File: src/rtl/lp_pkg.sv
// Shared types and constants for the low-power clock-gating controller.
package lp_pkg;

  localparam int LP_STATE_W = 2;

  typedef enum logic [LP_STATE_W-1:0] {
    LP_OFF  = 2'd0,
    LP_WAKE = 2'd1,
    LP_ON   = 2'd2,
    LP_IDLE = 2'd3
  } lp_gate_state_e;

  function automatic int lp_max(input int a, input int b);
    return (a > b) ? a : b;
  endfunction

endpackage

File: src/rtl/lp_dn_cnt.sv
// Loadable down-counter that saturates at zero; shared by the wake and idle intervals.
module lp_dn_cnt #(
  parameter int W = 4
) (
  input  logic         clk,
  input  logic         rst,
  input  logic         clr,
  input  logic         load,
  input  logic [W-1:0] load_val,
  input  logic         dec,
  output logic         zero
);

  logic [W-1:0] cnt;

  always_ff @(posedge clk or posedge rst) begin
    if (rst)                    cnt <= '0;
    else if (clr)               cnt <= '0;
    else if (load)              cnt <= load_val;
    else if (dec && cnt != '0)  cnt <= cnt - 1'b1;
  end

  assign zero = (cnt == '0);

endmodule

File: src/rtl/lp_clk_gate_ctrl.sv
// Clock-gate sequencer: OFF -> WAKE (settle) -> ON -> IDLE (hysteresis) -> OFF,
// with a 4-phase req/ack per requester and registered outputs only.
module lp_clk_gate_ctrl
  import lp_pkg::*;
#(
  parameter int NUM_REQ  = 4,
  parameter int WAKE_CYC = 4,
  parameter int IDLE_CYC = 8
) (
  input  logic                  clk,
  input  logic                  rst,
  input  logic [NUM_REQ-1:0]    req,
  input  logic                  force_on,
  output logic [NUM_REQ-1:0]    ack,
  output logic                  clk_en,
  output logic [LP_STATE_W-1:0] state_o
);

  localparam int CW = $clog2(lp_max(WAKE_CYC, IDLE_CYC) + 1);
  localparam logic [CW-1:0] WAKE_LD = CW'(WAKE_CYC - 1);
  localparam logic [CW-1:0] IDLE_LD = CW'(IDLE_CYC - 1);

  lp_gate_state_e     state, state_nxt;
  logic [NUM_REQ-1:0] ack_nxt;
  logic               clk_en_nxt;
  logic               demand;
  logic               cnt_clr, cnt_ld, cnt_dec, cnt_zero;
  logic [CW-1:0]      cnt_ld_val;

  assign demand = (|req) | force_on;

  lp_dn_cnt #(.W(CW)) u_cnt (
    .clk      (clk),
    .rst      (rst),
    .clr      (cnt_clr),
    .load     (cnt_ld),
    .load_val (cnt_ld_val),
    .dec      (cnt_dec),
    .zero     (cnt_zero)
  );

  always_comb begin
    state_nxt  = state;
    ack_nxt    = '0;
    cnt_clr    = 1'b0;
    cnt_ld     = 1'b0;
    cnt_ld_val = '0;
    cnt_dec    = 1'b0;
    case (state)
      LP_OFF: begin
        if (demand) begin
          state_nxt  = LP_WAKE;
          cnt_ld     = 1'b1;
          cnt_ld_val = WAKE_LD;
        end
      end
      LP_WAKE: begin
        // Settling runs to completion even if demand vanishes meanwhile.
        if (cnt_zero) begin
          state_nxt = LP_ON;
          ack_nxt   = req;
        end else begin
          cnt_dec = 1'b1;
        end
      end
      LP_ON: begin
        if (demand) begin
          ack_nxt = req;
        end else begin
          state_nxt  = LP_IDLE;
          cnt_ld     = 1'b1;
          cnt_ld_val = IDLE_LD;
        end
      end
      LP_IDLE: begin
        // Fresh demand beats the terminal count on the same edge.
        if (demand) begin
          state_nxt = LP_ON;
          ack_nxt   = req;
          cnt_clr   = 1'b1;
        end else if (cnt_zero) begin
          state_nxt = LP_OFF;
        end else begin
          cnt_dec = 1'b1;
        end
      end
      default: state_nxt = LP_OFF;
    endcase
  end

  assign clk_en_nxt = (state_nxt != LP_OFF);

  always_ff @(posedge clk or posedge rst) begin
    if (rst) begin
      state  <= LP_OFF;
      clk_en <= 1'b0;
    end else begin
      state  <= state_nxt;
      clk_en <= clk_en_nxt;
    end
  end

  for (genvar g = 0; g < NUM_REQ; g++) begin : g_ack
    always_ff @(posedge clk or posedge rst) begin
      if (rst) ack[g] <= 1'b0;
      else     ack[g] <= ack_nxt[g];
    end
  end

  assign state_o = state;

endmodule

File: config.mk
export PLATFORM = sky130hd
export DESIGN_NAME = lp_clk_gate_ctrl
export DESIGN_NICKNAME = d
export VERILOG_FILES = /design/src/rtl/lp_pkg.sv /design/src/rtl/lp_dn_cnt.sv /design/src/rtl/lp_clk_gate_ctrl.sv
export SDC_FILE = /design/constraint.sdc
export NUM_CORES = 1
export LEC_CHECK = 0
export CAP_MARGIN = 20
export CELL_PAD_IN_SITES_DETAIL_PLACEMENT = 0
export CELL_PAD_IN_SITES_GLOBAL_PLACEMENT = 1
export CORE_ASPECT_RATIO = 1.1
export CORE_MARGIN = 1.5
export CORE_UTILIZATION = 35
export CTS_CLUSTER_SIZE = 28
export DETAILED_ROUTE_END_ITERATION = 8
export PLACE_DENSITY_LB_ADDON = 0.1
export SLEW_MARGIN = 15
export SYNTH_ARGS = -nofsm -noshare
export SYNTH_HDL_FRONTEND = slang
export SYNTH_SLANG_ARGS = --single-unit
export TNS_END_PERCENT = 50
File: constraint.sdc
create_clock -name clk -period 2.05 [get_ports clk]
set_clock_uncertainty 0.05 [all_clocks]
set_input_delay 0.41 -clock clk [delete_from_list [all_inputs] [get_ports clk]]
set_output_delay 0.41 -clock clk [all_outputs]
set_load 0.01 [all_outputs]
Word level (Yosys, flattened, before mapping)
Cells that the tools add are included.

Register bits after elaboration: 11. Input bits: 7. Output and inout bits: 7. Logic and storage cells: 42.

$add $sub $neg: 1. Eq/ne operators: 3. Mux-type cells: 22. Bitwise gates (word level): 1. Reductions and logical operators: 8.

Operator list (number): $mux 4 (5); $mux 2 (6); $pmux 2 s4 (1); $pmux 4 s2 (1); $pmux 3 s2 (1); $mux 1 (5); $eq 2x2->1 const B (2); $logic_not 4->1 (1); $pmux 1 s2 (2); $reduce_bool 4->1 (1); $reduce_or 4->1 (1); $sub 4x1->4 const B (1); $mux 3 (1); $reduce_bool 3->1 (1); $eq 2x1->1 const B (1); $logic_not 2->1 (1); $reduce_bool 2->1 (1); $reduce_or 2->1 (1); $logic_and 1x1->1 (1); $or 1x1->1 (1).

Depth between registers and ports, before layout
Depth in word-level cells: 8. Gate-level depth with buffers: 6. Depth with buffers taken out: 6.

By module
A second synthesis with hierarchy kept.

Cell total of the unflattened synthesis: 60. Area total of the unflattened synthesis: 636.9 um^2.

By module, submodules not included: lp_clk_gate_ctrl (times used 1, cells an instance 29, area an instance 337.8 um^2, sequential area each 175.2 um^2); lp_dn_cnt (times used 1, cells an instance 31, area an instance 299.0 um^2, sequential area each 100.1 um^2).

Worst setup path before layout
Ideal clock, no wire load.

Path kind: flip-flop to flip-flop. Start: reg u_cnt.cnt[0]. End: reg u_cnt.cnt[1]. Setup time: 0.104 ns. Arrival time: 1.591 ns. Data required time: 1.896 ns. Slack: 0.306 ns. Cell stages (with the launch flop): 6. Buffers on the path: 0. Period minus slack after synthesis: 1.744 ns. Cell sequence: dfrtp_1 > inv_1 > ha_1 > nor3b_1 > mux2_2 > a221oi_1.

Cells in the longest elaborated chain, start to end: 6. Elaborated cells between the ends (all ways): 11. Classes of those cells: add/sub (1); mux (6); reduce/logical (4).

Ends and longest elaborated chain: start, declared (RTL line lp_dn_cnt.sv:14) `logic [W-1:0] cnt;`; start signal, assigned (RTL line lp_dn_cnt.sv:19) `else if (load) cnt <= load_val;`; start signal, assigned (RTL line lp_dn_cnt.sv:20) `else if (dec && cnt != '0) cnt <= cnt - 1'b1;`; $logic_not 4->1 (RTL line lp_dn_cnt.sv:23) `assign zero = (cnt == '0);`; $mux 1 (RTL line lp_clk_gate_ctrl.sv:59, lp_clk_gate_ctrl.sv:81); $mux 1 (RTL line lp_clk_gate_ctrl.sv:77) `if (demand) begin`; $pmux 1 s2 (RTL line lp_clk_gate_ctrl.sv:49) `case (state)`; $logic_and 1x1->1 (RTL line lp_dn_cnt.sv:20); $reduce_bool 3->1 (no line).

Parallel ways exist; a longest one is shown, timed or not. The select of a mux whose other input is x is not followed. A chain may end at the register's enable or synchronous reset.

Worst setup path after layout
Start: in req[1]. End: reg u_cnt.cnt[0].

Cells in the longest elaborated chain, start to end: 6. Elaborated cells between the ends (all ways): 15. Classes of those cells: mux (11); bitwise (1); reduce/logical (3).

Ends and longest elaborated chain: start, declared (RTL line lp_clk_gate_ctrl.sv:12) `input logic [NUM_REQ-1:0] req,`; $reduce_or 4->1 (*) (RTL line lp_clk_gate_ctrl.sv:30) `assign demand = (|req) | force_on;`; $or 1x1->1 (*) (RTL line lp_clk_gate_ctrl.sv:30); $mux 3, or another cell as far along (RTL line lp_clk_gate_ctrl.sv:67) `if (demand) begin`; $pmux 3 s2 or $pmux 1 s2 (tied branches) (RTL line lp_clk_gate_ctrl.sv:49); $mux 4 or $logic_and 1x1->1 (tied branches) (RTL line lp_dn_cnt.sv:19, lp_dn_cnt.sv:20); $mux 4 or $reduce_bool 3->1 (tied branches).

Every way passes the cells marked *; elsewhere a longest branch is shown, timed or not.

==> results by group <==
Status
  • Status: finished, final reports clean

Clock tree
  • Post_cts resized: 0
  • Worst skew pair latency: 270 ps
  • Max Buffers Root-to-Sink: 2
  • CTS clk-pin slew, worst paths: 70 ps
  • CTS Sinks: 11
  • H-tree levels: 1
  • TritonCTS buffer count: 3
  • CTS tree: done
  • Post-CTS Setup Repair Bufs: 0
  • Post-CTS Hold Fix Bufs: 0
  • Clock Tree Root: clkbuf_4

STA
  • Finish-stage setup viols: 0
  • Final worst setup slack: 171.4 ps
  • Worst-Margin Slew: 427.9 ps
  • Max Freq: 532.3 MHz
  • Period utilization: 91.64%
  • Final Hold Violating Endpoints: 0
  • RSZ-0062 raised after global routing: false
  • Rel. slew slack: 71.44%
  • Slew Limit Fails: 0
  • Final min period: 1879 ps

Die
  • Initial Utilization: 36.87%
  • Core area: 1558 sq um
  • Rows: 15
  • Die width: 41.62 microns
  • I/O pins: 14
  • Die H: 45.49 microns
  • Full die area: 1893 sq um

Worst setup path
  • R2R setup slack: 290 ps
  • Critical path arrival: 1970 ps
  • Critical Path RT: 2140 ps
  • Worst Setup EP: u_cnt.cnt[0]
  • CP Class: primary input to flip-flop
  • Reg-to-Reg Start: u_cnt.cnt[0]
  • CP Launch Type: primary input
  • R2r worst-path depth: 7
  • Worst Setup SP: req[1]
  • R2r endpoint: state_o[1]
  • Max Fanout on Critical Path: 5
  • Crit end category: flip-flop

Flow run
  • Max Cap Viol: 0

Power and ir drop
  • Pleak: 0.3210 nW
  • Max VDD drop: 0.4519 mV
  • PD cells: 904.5 nW/um^2
  • Total power: 0.6994 mW

Synth
  • Netlist cell types: 27
  • Syn_nets: 64
  • EDFF count, synth: 0
  • Syn avg cell area: 10.26 sq um
  • Yosys warns: 0
  • Mapped Area: 574.3 sq um
  • Main synth FF type: dfrtp_1
  • Post-Synthesis Cells: 56
  • Async S/R FF share, synth: 100.0%
  • Yosys reg bits: 11
  • Seq/Total Area, Yosys: 47.93%

GRT
  • Initial antenna violation count: 0
  • GRT overflow: 0
  • Largest net degree at the start of global routing: 13
  • Vias in the first global route: 531
  • Overall routing resource usage: 16.22%
  • First-pass GRT wire length: 2256 microns

Finish
  • Finished Cell Area: 773.2 sq um
  • Fillers: 143
  • # nets final: 84
  • N_diodes: 0
  • Commonest non-fill, non-tap cell in the layout: clkdlybuf4s50_1
  • Commonest non-fill, non-tap cells in the layout: 13 x clkdlybuf4s50_1, 11 x dfrtp_1, 5 x a21oi_1, 5 x nor2b_1
  • Synth-to-layout area growth: 34.64%
  • Share of layout cells above drive strength 1: 18.67%
  • Finished Core Util: 49.64%

Routing
  • Wire per inst: 12.99 microns
  • Post-Route WL: 1195 microns
  • DRC viols: 0
  • First drt pass iteration count: 4
  • M1 WL: 514 microns
  • Final ANT Viol Nets: 0
  • Via Count: 488
  • Vias/cell: 5.304
  • Uppermost layer routed: met3
  • Met3 WL: 24 microns
  • DR WL met2: 656 microns
  • Initial DRC count: 10

Hold path
  • Min-Delay Path Class: primary input to asynchronous set/reset pin

Place
  • Count of port buffers added during placement: 13
  • Post-DP Area: 747.0 sq um
  • Setup WS pre-CTS: -90.23 ps
  • GP Congestion: 0.7090
-- area by class of cell --
| class | instances | area, sq um | share of cell area [%] |
|---|---|---|---|
| inverter | 4 | 15.01 | 1.942 |
| sequential | 11 | 275.3 | 35.60 |
| clock buffer | 4 | 26.28 | 3.398 |
| timing repair buffer | 17 | 160.2 | 20.71 |
| tap | 17 | 21.27 | 2.751 |
| multi-input combinational | 39 | 275.3 | 35.60 |
-- metrics by stage --
step                      instances  setup TNS, ps  hold slack (ps)
final                            92              0            388.4
after global routing             92              0            432.1
after CTS                        92              0            403.1
after detailed placement         88         -264.7            487.5
after global placement           88         -201.5            478.3
after floorplan                  56              0            212.4
-- cells by family after synthesis --
family / after synthesis / synth area share, %
and+or+nand+nor: 21 / 23.75
AOI/OAI and AO/OA: 15 / 18.52
DFF: 11 / 47.93
buffers and inverters: 6 / 4.137
xor gates and xnor gates: 1 / 1.525
muxes: 1 / 1.961
adders and majority gates: 1 / 2.178
-- critical path, stage by stage --
cell	delay [ps]
clkdlybuf4s50_1	410
or4_4	550
or2_4	280
nor3_4	190
a221oi_1	120
-- sequential cells by signal (all words and copies together) (netlist names) --
| register | flops |
|---|---|
| ack | 4 |
| clk_en | 1 |
| state_o | 2 |
| u_cnt.cnt | 4 |
-- where the power goes --
| group | switching (mW) | internal (mW) |
|---|---|---|
| Sequential | 0.0288 | 0.255 |
| Clock | 0.0749 | 0.0753 |
| Combinational | 0.122 | 0.144 |
-- per-layer routing --
metal | vias up | global-route usage, %
met2 | 8 | 31.25
met5 | - | 0
met3 | 0 | 3.571
li1 | 241 | -
met4 | 0 | 5.806
met1 | 239 | 17.62
-- worst min path at each step --
| stage | start | endpoint | slack, ps | cells after the start |
|---|---|---|---|---|
| 6_report | rst | state_o[1] | 390 | 2 |
| 5_1_grt | rst | state_o[1] | 430 | 2 |
| 4_1_cts | rst | state_o[1] | 400 | 2 |
| 3_5_place_dp | u_cnt.cnt[2] | u_cnt.cnt[2] | 490 | 1 |
| 3_3_place_gp | u_cnt.cnt[2] | u_cnt.cnt[2] | 480 | 1 |
| 2_1_floorplan | rst | ack[0] | 210 | 1 |
-- Yosys cell counts, drive strengths merged (2+ instances only) --
library cell	number	area, sq um
nand2	2	7.510
o21ai	3	22.52
and3	2	12.51
o22ai	2	12.51
inv	4	15.01
a221oi	2	17.52
or4	2	18.77
nor2b	5	31.28
a21oi	5	25.02
nor2	4	15.01
dfrtp	11	275.3
Note: power is estimated with default switching activity, not from simulation.
